$ cat src/rtl/addsub_pkg.sv
// Shared definitions for the serial adder/subtractor: FSM states,
// step-counter sizing and parameter legality.
package addsub_pkg;

    typedef enum logic {
        IDLE = 1'b0,
        RUN  = 1'b1
    } state_e;

    // Bits needed to count 0..steps-1, never less than one.
    function automatic int unsigned cnt_width(input int unsigned steps);
        int unsigned w;
        w = 1;
        while ((32'd1 << w) < steps) begin
            w = w + 1;
        end
        return w;
    endfunction

    function automatic bit params_ok(input int unsigned width, input int unsigned bpc);
        return (width >= 2) && (bpc >= 1) && (bpc <= width) && ((width % bpc) == 0);
    endfunction

endpackage

$ cat src/rtl/full_adder_cell.sv
// Single-bit combinational full adder; chained to build one slice per clock.
module full_adder_cell (
    input  logic a,
    input  logic b,
    input  logic cin,
    output logic sum,
    output logic cout
);

    assign sum  = a ^ b ^ cin;
    assign cout = (a & b) | (cin & (a ^ b));

endmodule

$ cat src/rtl/serial_addsub.sv
// Multi-cycle adder/subtractor: BITS_PER_CYCLE bits per clock through a chain
// of full-adder cells, registered carry between slices, start/busy/done handshake.
module serial_addsub
    import addsub_pkg::*;
#(
    parameter int unsigned WIDTH          = 8,
    parameter int unsigned BITS_PER_CYCLE = 1
) (
    input  logic             clk,
    input  logic             reset,
    input  logic             start,
    input  logic             sub,
    input  logic [WIDTH-1:0] a,
    input  logic [WIDTH-1:0] b,
    input  logic             cin,
    output logic             busy,
    output logic             done,
    output logic [WIDTH-1:0] sum,
    output logic             cout,
    output logic             overflow
);

    localparam int unsigned STEPS = WIDTH / BITS_PER_CYCLE;
    localparam int unsigned CW    = cnt_width(STEPS);
    localparam logic [CW-1:0] LAST = CW'(STEPS - 1);

    if (!params_ok(WIDTH, BITS_PER_CYCLE)) begin : g_param_err
        $error("serial_addsub: WIDTH must be >= 2 and a multiple of BITS_PER_CYCLE");
    end

    state_e           state_q, state_d;
    logic [CW-1:0]    cnt_q, cnt_d;
    logic [WIDTH-1:0] a_sh_q, a_sh_d;
    logic [WIDTH-1:0] b_sh_q, b_sh_d;
    logic [WIDTH-1:0] res_sh_q, res_sh_d;
    logic             carry_q, carry_d;
    logic [WIDTH-1:0] sum_q, sum_d;
    logic             cout_q, cout_d;
    logic             ovf_q, ovf_d;
    logic             done_q, done_d;

    logic [BITS_PER_CYCLE:0]   chain_c;
    logic [BITS_PER_CYCLE-1:0] slice_s;
    logic [WIDTH-1:0]          res_next;

    assign chain_c[0] = carry_q;

    for (genvar i = 0; i < BITS_PER_CYCLE; i++) begin : g_cell
        full_adder_cell u_cell (
            .a    (a_sh_q[i]),
            .b    (b_sh_q[i]),
            .cin  (chain_c[i]),
            .sum  (slice_s[i]),
            .cout (chain_c[i+1])
        );
    end

    always_comb begin
        state_d  = state_q;
        cnt_d    = cnt_q;
        a_sh_d   = a_sh_q;
        b_sh_d   = b_sh_q;
        res_sh_d = res_sh_q;
        carry_d  = carry_q;
        sum_d    = sum_q;
        cout_d   = cout_q;
        ovf_d    = ovf_q;
        done_d   = 1'b0;
        res_next = res_sh_q >> BITS_PER_CYCLE;
        res_next[WIDTH-1 -: BITS_PER_CYCLE] = slice_s;

        case (state_q)
            IDLE: begin
                if (start) begin
                    state_d  = RUN;
                    a_sh_d   = a;
                    b_sh_d   = sub ? ~b : b;
                    carry_d  = sub ? ~cin : cin;
                    cnt_d    = '0;
                    res_sh_d = '0;
                end
            end
            RUN: begin
                // Result bits enter at the top so after STEPS slices they sit in place.
                a_sh_d   = a_sh_q >> BITS_PER_CYCLE;
                b_sh_d   = b_sh_q >> BITS_PER_CYCLE;
                res_sh_d = res_next;
                carry_d  = chain_c[BITS_PER_CYCLE];
                cnt_d    = cnt_q + CW'(1);
                if (cnt_q == LAST) begin
                    state_d = IDLE;
                    cnt_d   = '0;
                    sum_d   = res_next;
                    cout_d  = chain_c[BITS_PER_CYCLE];
                    ovf_d   = chain_c[BITS_PER_CYCLE] ^ chain_c[BITS_PER_CYCLE-1];
                    done_d  = 1'b1;
                end
            end
            default: state_d = IDLE;
        endcase
    end

    always_ff @(posedge clk or posedge reset) begin
        if (reset) begin
            state_q  <= IDLE;
            cnt_q    <= '0;
            a_sh_q   <= '0;
            b_sh_q   <= '0;
            res_sh_q <= '0;
            carry_q  <= 1'b0;
            sum_q    <= '0;
            cout_q   <= 1'b0;
            ovf_q    <= 1'b0;
            done_q   <= 1'b0;
        end else begin
            state_q  <= state_d;
            cnt_q    <= cnt_d;
            a_sh_q   <= a_sh_d;
            b_sh_q   <= b_sh_d;
            res_sh_q <= res_sh_d;
            carry_q  <= carry_d;
            sum_q    <= sum_d;
            cout_q   <= cout_d;
            ovf_q    <= ovf_d;
            done_q   <= done_d;
        end
    end

    assign busy     = (state_q == RUN);
    assign done     = done_q;
    assign sum      = sum_q;
    assign cout     = cout_q;
    assign overflow = ovf_q;

endmodule

$ cat config.mk
export PLATFORM = sky130hd
export DESIGN_NAME = serial_addsub
export DESIGN_NICKNAME = d
export VERILOG_FILES = /design/src/rtl/addsub_pkg.sv /design/src/rtl/full_adder_cell.sv /design/src/rtl/serial_addsub.sv
export SDC_FILE = /design/constraint.sdc
export NUM_CORES = 1
export LEC_CHECK = 0
export ABC_AREA = 1
export CORE_UTILIZATION = 55
export DETAILED_ROUTE_END_ITERATION = 12
export GPL_TIMING_DRIVEN = 1
export PLACE_DENSITY = 0.83
export SLEW_MARGIN = 20
export SYNTH_ARGS = -nofsm -noshare
export SYNTH_HDL_FRONTEND = slang
export SYNTH_HIERARCHICAL = 1
export SYNTH_SLANG_ARGS = --single-unit
$ cat constraint.sdc
create_clock -name clk -period 2.1 [get_ports clk]
set_input_delay 0.42 -clock clk [delete_from_list [all_inputs] [get_ports clk]]
set_output_delay 0.42 -clock clk [all_outputs]
set_load 0.01 [all_outputs]
Word level (Yosys, flattened, before mapping)
Index checks and enable logic that the tools add are counted.
- register bits after elaboration: 40
- output and inout bits: 12
- add/sub/neg operators: 1
- eq/ne operators: 2
- muxes and demuxes: 18
- bitwise operators: 9
- reduce and logical (&&, ||, !) cells: 1
- operators by type and width (cell ; count):
    case mux 8 bit (2 select lines) ; 3
    two-way mux 8 bit ; 4
    inverter 8 bit ; 1
    two-way mux 1 bit ; 6
    two-way mux 3 bit ; 2
    case mux 3 bit (2 select lines) ; 1
    case mux 1 bit (2 select lines) ; 2
    adder 3 x 1 -> 3 bit (second input constant) ; 1
    equality test 3 bit (second input constant) ; 1
    XOR 1 bit ; 3
    bitwise AND 1 bit ; 2
    inequality test 2 bit (second input constant) ; 1
    inverter 1 bit ; 2
    AND reduction 2 bit ; 1
    bitwise OR 1 bit ; 1

Longest topological paths before layout
- word-level depth: 4
- gate-level depth with buffers: 7
- mapped depth without buffers: 6

Modules after synthesis
The synthesis kept the hierarchy.
- modules (own cells, without submodules) (module ; times used ; cells each ; area an instance (um^2) ; seq. area each (um^2)):
    serial_addsub ; 1 ; 218 ; 1759.2 ; 975.9
    full_adder_cell ; 1 ; 1 ; 20.0 ; 0.0

Least setup slack after synthesis
No wires, ideal clock.
- path kind: flip-flop to flip-flop
- start point: reg cnt_q[0]
- end point: reg ovf_q (netlist: overflow)
- setup time: 0.117 ns
- data arrival time: 1.112 ns
- setup slack: 0.871 ns
- stages on the path, launching flop included: 8
- buffers on the path: 1
- path through: dfrtp_1 ha_1 ha_1 nand2_1 buf_4 inv_2 nand3_1 nand2_1
- longest elaborated chain between the ends: 2
- ends and longest elaborated chain (item ; RTL line ; source):
    start: declaration ; serial_addsub.sv:32 ; logic [CW-1:0] cnt_q, cnt_d;
    start signal: assignment ; serial_addsub.sv:117 ; cnt_q <= cnt_d;
    equality test 3 bit ; serial_addsub.sv:90 ; if (cnt_q == LAST) begin
    AND reduction 2 bit (no line) ; - ;
    end signal: assignment ; serial_addsub.sv:124 ; ovf_q <= ovf_d;
    end: declaration ; serial_addsub.sv:39 ; logic ovf_q, ovf_d;
Every way passes these cells.
A chain may end at the register's enable or synchronous reset.

Worst setup path after layout
- start point: reg state_q (netlist: busy)
- end point: out busy
- RTL lines (item ; RTL line ; source):
    start: declaration ; serial_addsub.sv:31 ; state_e state_q, state_d;
    start signal: assignment ; serial_addsub.sv:116 ; state_q <= state_d;
    end: declaration ; serial_addsub.sv:16 ; output logic busy,
No word-level cell between the ends.

==> impl_metrics.py <==
metrics = {
    "synth": {
        "netlist_top_cells_area": "dfrtp_1 55%, nand2_1 21%, inv_1 6.1%",
        "synth-simple-area-share": 0.248,
        "syn_inst": 219,
        "yosysSeqAreaShare": 0.549,
        "synth_top_area_share": 0.549,
        "synth_fp_nets": 243,
        "synth_top_family_by_area": "simple AND/OR/NAND/NOR gates",
        "ys_ff_latch": 39,
        "synth_compound_area_frac": 0.0767,
        "synth.cell_area_um2": 1780,
        "synth_xor_xnor_area_share": 0,
        "yosys_warnings": 6,
        "synthAdderAreaFrac": 0.0253,
        "synthMuxAreaShare": 0,
        "syn-mean-instance-area_um2": 8.12,
        "async_flop_share": 1.00,
        "synth_cell_types": 19,
        "synth_top_cell_by_area": "dfrtp_1",
        "synth_ff_type": "dfrtp_1",
        "synth_edf_count": 0,
    },
    "route": {
        "drt_pass1_iterations": 4,
        "via_count": 1397,
        "avgRoutedWirePerCell_um": 9.52,
        "vias_per_cell": 4.67,
        "drc": 0,
        "drtAntennaViolNets": 0,
        "drt-initial-drc-count": 43,
        "wirelength_um": 2850,
    },
    "power": {
        "power_frac_seq": 0.464,
        "sw_frac_of_total": 0.343,
        "p_leak_nw": 1.19,
        "internal_power_mw": 1.73,
        "vdd.ir_drop.worst_mv": 0.622,
        "p_clk_frac": 0.161,
        "power_frac_comb": 0.375,
        "totalPowerFinal_mw": 2.63,
        "switchingPower_uw": 902,
        "powerDensity_nw_per_um2": 1200,
    },
    "outcome": {
        "outcome": "completed",
    },
    "die": {
        "io_pins": 33,
        "die_w_um": 58.9,
        "rows": 20,
        "core_area_um2": 3050,
        "initial_core_util": 0.583,
        "dieArea_um2": 3470,
        "die_height_um": 58.9,
    },
    "cells_and_area": {
        "area_growth_pct": 23.3,
        "drive_gt1_frac": 0.0588,
        "final_common_cell": "nand2_1",
        "fin_util": 0.718,
        "diodes": 0,
        "final_cell_mix": "99 x nand2_1, 39 x dfrtp_1, 32 x clkdlybuf4s50_1",
        "finish.net_count": 278,
    },
    "sta": {
        "worst_pin_slew_ns": 0.538,
        "clock.fmax_ghz": 0.602,
        "hold_viol": 0,
        "maxSlewHeadroom": 0.640,
        "finClkSkew_ns": 0.00354,
        "period_minus_slack_ns": 1.66,
        "setup_tns_ns": 0,
        "fin_crit_sh": 0.792,
        "rsz0062_at_grt": "false",
        "setup_viol": 0,
        "finalMaxSlewViolations": 0,
    },
    "hold_path": {
        "hold_path.class": "in -> async",
    },
    "clock_network": {
        "cts_resized": 0,
        "cts_hold_buf": 0,
        "clkTransAtPathRegs_ns": 0.11,
        "clk_latency_ns": 0.34,
        "cts_max_level": 2,
        "post-cts-setup-buffers": 0,
        "numCtsBuffers": 5,
        "cts.sinks": 39,
        "clockBufferDepth": 2,
        "cts_tree": "built",
        "cts-root-buf": "clkbuf_4",
    },
    "placement": {
        "routabilityCongestion": 0.734,
        "port_buffers": 32,
        "dpl.hpwl_um": 1980,
    },
    "global_route": {
        "gr-usage-all-layers": 0.202,
        "grt_antenna_before_repair": 0,
        "grt_pass1_vias": 1256,
        "grt_overflow": 0,
        "grt_max_degree": 40,
        "grt_pass1_wl_um": 5240,
    },
    "setup_path": {
        "critPathKind": "reg -> out",
        "endpoint_kind": "output pin",
        "start_kind": "flop",
        "slowest_stage": "clkdlybuf4s50_1",
        "worstPathRequired_ns": 1.68,
        "crit_path_max_fanout": 2,
        "cp_top_family": "buffers and inverters",
        "arrival_ns": 1.24,
        "timing.critical_path.buf_inv": 1,
        "slowest_delay_ns": 0.54,
        "r2r_setup_slack_ns": 0.56,
        "crit_chain": "clkdlybuf4s50_1",
    },
    "flow_run": {
        "cap_violations": 0,
    },
}
[synthesized netlist by cell type (2+ instances only)]
master    n
nor2_1    2
inv_1    29
buf_6     2
inv_2     2
buf_4     3
dfrtp_1  39
o22ai_1   7
nand3_1   9
a21oi_1   8
o21ai_0   9
nand2_1  99
buf_2     2
ha_1      2
[path summary, 6_finish.rpt]
kind                                start     endpoint  depth (start not counted)
worst max-delay path                 busy         busy                          1
worst min-delay path                reset  res_sh_q[5]                          3
worst max register to register   cnt_q[0]     overflow                          6
worst min register to register  b_sh_q[2]    b_sh_q[2]                          2
max in group asynchronous           reset    a_sh_q[3]                          3
min in group clk                b_sh_q[2]    b_sh_q[2]                          2
[worst register-to-register path, stage by stage (launching register included)]
cell,delay [ns]
dfrtp_1,0.41
ha_1,0.20
ha_1,0.20
nand2_1,0.42
inv_2,0.07
nand3_1,0.08
nand2_1,0.05
[area by class of cell]
cell class / instances / area [um2]
clock buffer: 8 / 68.8
fill: 256 / 860
inverter: 32 / 120
multi-input combinational: 140 / 623
sequential: 39 / 976
tap: 44 / 55.1
timing repair buffer: 36 / 350
[metal layers]
layer | global-route usage | part of all wire | vias to the layer above
met5 | 0 | 0 | -
met2 | 0.328 | 0.48 | 29
met4 | 0.0714 | 0.018 | 0
met3 | 0.0593 | 0.035 | 6
met1 | 0.259 | 0.47 | 625
li1 | - | - | 737
[cells by family after synthesis]
| kind of cell | count (synthesis) |
|---|---|
| compound gates | 25 |
| fa+ha+maj | 3 |
| simple gates | 112 |
| buf+inv | 40 |
| flops | 39 |
[flip-flops by register name, indices dropped and copies added (netlist names)]
signal    cells
res_sh_q      7
carry_q       1
cnt_q         3
b_sh_q        8
overflow      1
cout          1
sum           8
busy          1
done          1
a_sh_q        8
[power by group through the flow]
stage	logic [mW]	clock network [mW]	registers (mW)
after floorplan	0.610	0	1.27
after global placement	0.973	0	1.22
after CTS	1.00	0.437	1.22
final	0.989	0.424	1.22
after global routing	1.15	0.473	1.26
after detailed placement	1.00	0	1.24
[through the flow]
stage / instances / worst slack (ns) / hold WS [ns] / cell area (um2)
after floorplan: 219 / 0.791 / 0.446 / 1780
final: 299 / 0.438 / 0.486 / 2190
after detailed placement: 291 / 0.500 / 0.466 / 2120
after CTS: 299 / 0.420 / 0.492 / 2190
after global routing: 299 / 0.382 / 0.515 / 2190
after global placement: 291 / 0.536 / 0.457 / 2120
No activity file was read; power rests on OpenSTA's default activity.
